`config.mk`:
```
export PLATFORM = sky130hd
export DESIGN_NAME = serial_bit_tx
export DESIGN_NICKNAME = d
export VERILOG_FILES = /design/src/rtl/serial_pkg.sv /design/src/rtl/serial_shift_reg.sv /design/src/rtl/serial_bit_tx.sv
export SDC_FILE = /design/constraint.sdc
export NUM_CORES = 1
export LEC_CHECK = 0
export ABC_AREA = 1
export CAP_MARGIN = 20
export CORE_ASPECT_RATIO = 1.1
export CORE_UTILIZATION = 47
export DETAILED_ROUTE_END_ITERATION = 16
export PLACE_DENSITY = 0.8
export SYNTH_ARGS = -nofsm -noshare
export SYNTH_HDL_FRONTEND = slang
export SYNTH_SLANG_ARGS = --single-unit
```
`constraint.sdc`:
```
create_clock -name clk -period 1.5 [get_ports clk]
set_clock_uncertainty 0.05 [all_clocks]
set_input_delay 0.3 -clock clk [delete_from_list [all_inputs] [get_ports clk]]
set_output_delay 0.3 -clock clk [all_outputs]
set_load 0.01 [all_outputs]
```
`src/rtl/serial_pkg.sv`:
```
// Shared definitions for the serial bit transmitter slice: FSM state type,
// default frame width and the bit-counter width helper.
package serial_pkg;

  localparam int DEFAULT_WIDTH = 8;

  typedef enum logic {
    IDLE  = 1'b0,
    SHIFT = 1'b1
  } state_t;

  // Counter must hold FRAME_LEN-1 down to 0; sized to also fit FRAME_LEN.
  function automatic int cnt_width(input int frame_len);
    return $clog2(frame_len + 1);
  endfunction

endpackage

```
`src/rtl/serial_shift_reg.sv`:
```
// Loadable shift register feeding the serial transmitter. Exposes the bit
// that will sit at the output end after the next shift, so the top can
// register sout one cycle ahead without a second copy of the word.
module serial_shift_reg
  import serial_pkg::*;
#(
  parameter int WIDTH     = DEFAULT_WIDTH,
  parameter int MSB_FIRST = 1
) (
  input  logic             clk,
  input  logic             load,
  input  logic             shift,
  input  logic [WIDTH-1:0] din,
  output logic             next_bit
);

  logic [WIDTH-1:0] data_p0;

  // Word storage: load wins over shift; vacated positions fill with zero.
  always_ff @(posedge clk) begin
    if (load) begin
      data_p0 <= din;
    end else if (shift) begin
      if (MSB_FIRST != 0) begin
        data_p0 <= {data_p0[WIDTH-2:0], 1'b0};
      end else begin
        data_p0 <= {1'b0, data_p0[WIDTH-1:1]};
      end
    end
  end

  assign next_bit = (MSB_FIRST != 0) ? data_p0[WIDTH-2] : data_p0[1];

endmodule

```
`src/rtl/serial_bit_tx.sv`:
```
// Parallel-in, serial-out bit transmitter. Accepts a WIDTH-bit word over a
// valid/ready handshake and emits it one bit per clock with a per-bit valid
// and a frame-start marker. Back-to-back frames run without gaps.
// Optional: define SERIAL_BIT_TX_PARITY_EN to append an even-parity bit
// after the data bits of every frame.
module serial_bit_tx
  import serial_pkg::*;
#(
  parameter int WIDTH     = DEFAULT_WIDTH,
  parameter int MSB_FIRST = 1
) (
  input  logic             clk,
  input  logic             reset,
  input  logic [WIDTH-1:0] din,
  input  logic             din_valid,
  output logic             din_ready,
  output logic             sout,
  output logic             sout_valid,
  output logic             frame_start,
  output logic             busy
);

`ifdef SERIAL_BIT_TX_PARITY_EN
  localparam int FRAME_LEN = WIDTH + 1;
`else
  localparam int FRAME_LEN = WIDTH;
`endif
  localparam int CNT_W = cnt_width(FRAME_LEN);

  state_t           state_q;
  logic [CNT_W-1:0] cnt_q;
  logic             rdy_en_q;
  logic             last_bit;
  logic             accept;
  logic             shift_en;
  logic             first_bit;
  logic             shift_nxt;
  logic             nxt_bit;

  // din_ready is the only combinational output. rdy_en_q keeps it low in
  // reset and for the release cycle so a producer never sees a ready that
  // the first post-reset edge could not honour.
  assign last_bit  = (state_q == SHIFT) && (cnt_q == '0);
  assign din_ready = rdy_en_q && ((state_q == IDLE) || last_bit);
  assign accept    = din_valid && din_ready;
  assign shift_en  = (state_q == SHIFT) && !last_bit;
  assign first_bit = (MSB_FIRST != 0) ? din[WIDTH-1] : din[0];

  serial_shift_reg #(
    .WIDTH     (WIDTH),
    .MSB_FIRST (MSB_FIRST)
  ) u_shift (
    .clk      (clk),
    .load     (accept),
    .shift    (shift_en),
    .din      (din),
    .next_bit (shift_nxt)
  );

`ifdef SERIAL_BIT_TX_PARITY_EN
  logic parity_p0;

  // Even parity of the accepted word, held until the trailing parity bit.
  always_ff @(posedge clk) begin
    if (accept) begin
      parity_p0 <= ^din;
    end
  end

  // Counter value 1 means the last data bit is on sout; parity goes next.
  assign nxt_bit = (cnt_q == CNT_W'(1)) ? parity_p0 : shift_nxt;
`else
  assign nxt_bit = shift_nxt;
`endif

  // Control FSM, bit counter and registered serial outputs.
  always_ff @(posedge clk or negedge reset) begin
    if (!reset) begin
      state_q     <= IDLE;
      cnt_q       <= '0;
      rdy_en_q    <= 1'b0;
      sout        <= 1'b0;
      sout_valid  <= 1'b0;
      frame_start <= 1'b0;
      busy        <= 1'b0;
    end else begin
      rdy_en_q <= 1'b1;
      if (accept) begin
        state_q     <= SHIFT;
        cnt_q       <= CNT_W'(FRAME_LEN - 1);
        sout        <= first_bit;
        sout_valid  <= 1'b1;
        frame_start <= 1'b1;
        busy        <= 1'b1;
      end else if (shift_en) begin
        cnt_q       <= cnt_q - CNT_W'(1);
        sout        <= nxt_bit;
        frame_start <= 1'b0;
      end else begin
        state_q     <= IDLE;
        sout        <= 1'b0;
        sout_valid  <= 1'b0;
        frame_start <= 1'b0;
        busy        <= 1'b0;
      end
    end
  end

endmodule

```
# Word level (Yosys, flattened, before mapping)
# Index checks and enable logic that the tools add are counted.
[word_totals] reg_bits=15 latchBits=0 ram_bits=0 romBits=0 inputBits=11 out_inout_bits=5 wordCells=26 n_memories=0
[classes] n_addsub=1 n_mul=0 n_div=0 order_cmp=0 n_eq_ne=1 shift=0 muxes=9 bitwise=1 reduce_logical=8
[ops] operator="2-to-1 mux 7 bit" n=2
[ops] operator="2-to-1 mux 4 bit" n=2
[ops] operator="2-to-1 mux 1 bit" n=5
[ops] operator="logical AND 1 bit" n=4
[ops] operator="logical NOT 4 bit" n=1
[ops] operator="subtractor 4 x 1 -> 4 bit (second input constant)" n=1
[ops] operator="inequality test 2 bit (second input constant)" n=1
[ops] operator="nonzero test 2 bit" n=1
[ops] operator="logical NOT 1 bit" n=1
[ops] operator="logical OR 1 bit" n=1
[ops] operator="inverter 1 bit" n=1

# Logic depth before layout (Yosys ltp)
[depth] word_depth=6 depth_mapped=9 mapped_depth_nobuf=8

# Modules after synthesis
# From an unflattened synthesis, not the netlist that was laid out.
[hier_totals] hier_cells=74 area_unflattened_um2=704.4
[modules_own_cells] module="serial_bit_tx" instances=1 cells_per_inst=44 area_each_um2=397.9 seq_area_each_um2=200.2
[modules_own_cells] module="serial_shift_reg" instances=1 cells_per_inst=30 area_each_um2=306.5 seq_area_each_um2=210.2

# Worst setup path after synthesis
# No wires, ideal clock.
[synth_timing] kind="reg2out" start="register cnt_q[0]" end="output din_ready" t_arrival_ps=1121 t_required_ps=1150 path_slack_ps=29 stages_incl_launch_ff=8 path_buffers=1 path_cell_list="dfrtp_1 inv_1 ha_1 nand2_1 nand2_2 buf_6 inv_6 nor2_1"
[synth_via] elab_chain_len=4
[synth_rtl] item="from (decl)" line_no="serial_bit_tx.sv:31" text="logic [CNT_W-1:0] cnt_q;"
[synth_rtl] item="from (signal assigned)" line_no="serial_bit_tx.sv:90" text="cnt_q <= CNT_W'(FRAME_LEN - 1);"
[synth_rtl] item="from (signal assigned)" line_no="serial_bit_tx.sv:96" text="cnt_q <= cnt_q - CNT_W'(1);"
[synth_rtl] item="logical NOT 4 bit" line_no="serial_bit_tx.sv:43" text="assign last_bit = (state_q == SHIFT) && (cnt_q == '0);"
[synth_rtl] item="logical AND 1 bit" line_no="serial_bit_tx.sv:43"
[synth_rtl] item="logical OR 1 bit" line_no="serial_bit_tx.sv:44" text="assign din_ready = rdy_en_q && ((state_q == IDLE) || last_bit);"
[synth_rtl] item="logical AND 1 bit" line_no="serial_bit_tx.sv:44"
[synth_rtl] item="to (decl)" line_no="serial_bit_tx.sv:16" text="output logic din_ready,"
# No other way between the ends.

# Final worst setup path
# Same ends and word-level chain as after synthesis.

==> results.cfg <==
[floorplan]
die_x_um = 39.3
initial_core_util_pct = 51.4
die_y_um = 43.1
die_area_sq_mm = 0.00169
core_sq_mm = 0.00140
io_pins = 16
row_count = 14

[cells_and_area]
fin_area_sq_mm = 0.00109
nFillCells = 94
diodes = 0
final_common_cell = buf_4
area_growth_pct = 50.7
final_layout_size_suffix_gt1_share_pct = 33.0
fin_util_pct = 77.5
layout_common_cells = buf_4, nand2_1, clkdlybuf4s50_1, inv_1, dfrtp_1
fin_nets = 125

[outcome]
run_status = complete, but fails checks
violations = negative setup slack

[clock_network]
root_buffer = clkbuf_4
clock-sinks = 15
cts_tree = yes
holdBufCountCts = 0
cts_max_level = 1
max-clock-path-buffers = 2
path_clk_slew_ns = 0.09
numCtsBuffers = 3
clk_latency_ns = 0.29

[grt]
grt_pass1_wl_um = 2540
grt_max_degree = 12
antenna_found_initial = 0
overflow = 0
grt_pass1_vias = 612
grt.total_usage_pct = 23.0

[placed_design]
place_ws_ns = -0.305
dpl.hpwl_um = 1140
placed_area_sq_mm = 0.00101
portBuffers = 15
gp_congestion = 0.836

[routing]
drtIter0Drc = 12
drt_wl_total_um = 1660
via_count = 648
first_pass_iters = 4
detail-route-antenna-nets = 0
drc_errors = 0
routed_via_density = 5.06
wl_per_cell_um = 12.9

[worst_setup_path]
critPathTopFamily = flip-flops
crit_path_top_delay_cell = dfrtp_1
cp.arrival_ns = 1.30
endpoint_kind = output port
crit_chain = inv_2 -> ha_4 -> nand2_4 -> nand2_4 -> inv_6 -> nor2_1 -> buf_2
cpMostUsedCell = nand2_4
critical_path_required_ns = 1.15
critPathMaxStageDelay_ns = 0.39
crit_buf_inv = 3
crit_type = reg2out
path_max_fanout = 2
startpoint_type = flip-flop

[power]
power_density_mw_per_mm2 = 1990
ir_worst_vdd_mv = 1.55
leakage_uw = 0.000550
total_power_uw = 2160

[synthesis]
yosys.area.top_type_share_pct = 29.2
synth_warnings = 0
synth_seq_area_share_pct = 56.9
yosysUniqueCellTypes = 19
avgSynthCellArea_sq_um = 9.61
netlist_area_sq_um = 721
synth_fp_nets = 87
ys_seq_elements = 15
synth_area_leaders = edfxtp_1, dfrtp_1, nand2_1
synth_cells = 75
yosysTopAreaCell = edfxtp_1

[run]
maxCapViolCount = 0

[sta]
period_share_pct = 110
hold_viol = 0
layout_min_cycle_time_ns = 1.65
timing.fmax_mhz = 607
rsz0062_at_grt = true
fin_setup_tns_ns = -0.412
drv_slew = 0
setup_slack_ns = -0.146
setup_viol = 8

[worst_hold_path]
hp-class = in2async
==> layer usage <==
layer | global-route usage, % | part of all wire, %
met3 | 3.14 | 2.9
met1 | 26.4 | 42
met4 | 12.4 | 2.2
met2 | 39.3 | 53
met5 | 0 | 0
==> metrics by stage <==
step | hold WS [ns] | std cells
floorplan | -0.0456 | 75
global placement | 0.404 | 120
detailed placement | 0.399 | 120
CTS | 0.250 | 126
global route | 0.268 | 128
finish | 0.241 | 128
==> final timing paths <==
path / slack, ns / from / cells past startpoint / endpoint
worst max-delay path: -0.15 / cnt_q[0] / 7 / din_ready
worst min-delay path: 0.24 / reset / 1 / cnt_q[0]
worst max register to register: -0.06 / cnt_q[0] / 8 / u_shift.data_p0[1]
worst min register to register: 0.42 / u_shift.data_p0[6] / 2 / sout
max in group asynchronous: 0.88 / reset / 1 / cnt_q[2]
min in group clk: 0.42 / u_shift.data_p0[6] / 2 / sout
==> Yosys cell counts (all sizes together) <==
cell    count
nand3       5
edfxtp      7
inv        11
o211ai      1
conb        1
dfrtp       8
buf         4
ha          1
nor2        3
nand2      23
nand4       7
o21ai       4
==> area by class of cell <==
class                      count  area (sq um)  share of cell area, %
multi-input combinational     45           265                   24.4
timing repair buffer          37           318                   29.3
inverter                      11          46.3                   4.26
clock buffer                   4          26.3                   2.42
sequential                    15           410                   37.8
tap                           16          20.0                   1.84
==> cells by family (layout without fill, tap and decap cells) <==
logic type,count (synthesis),count (layout),share of synthesized area [%]
buffers and inverters,15,52,10.8
adder cells (fa/ha/maj),1,1,1.74
AO/OA/AOI/OAI,5,5,5.55
flip-flops,15,15,56.9
AND/OR/NAND/NOR,38,38,24.5
other,1,1,0.520
==> flip-flops by register name (all words and copies together), names as in the netlist <==
register         count
sout                 1
state_q              1
frame_start          1
cnt_q                4
rdy_en_q             1
u_shift.data_p0      7
==> power by group <==
group	switching (uW)	total (uW)	internal (uW)
Sequential	66.1	730	663
Clock	137	241	104
Combinational	602	1190	591
Total	805	2160	1360
==> timing repair <==
item                       in CTS  in global routing
setup buffers                   2                  2
gates resized for setup        15                  1
setup endpoints to repair      24                 19
cloned                          0                  0
pin swaps                       3                  3
(Power assumes the default switching activity.)
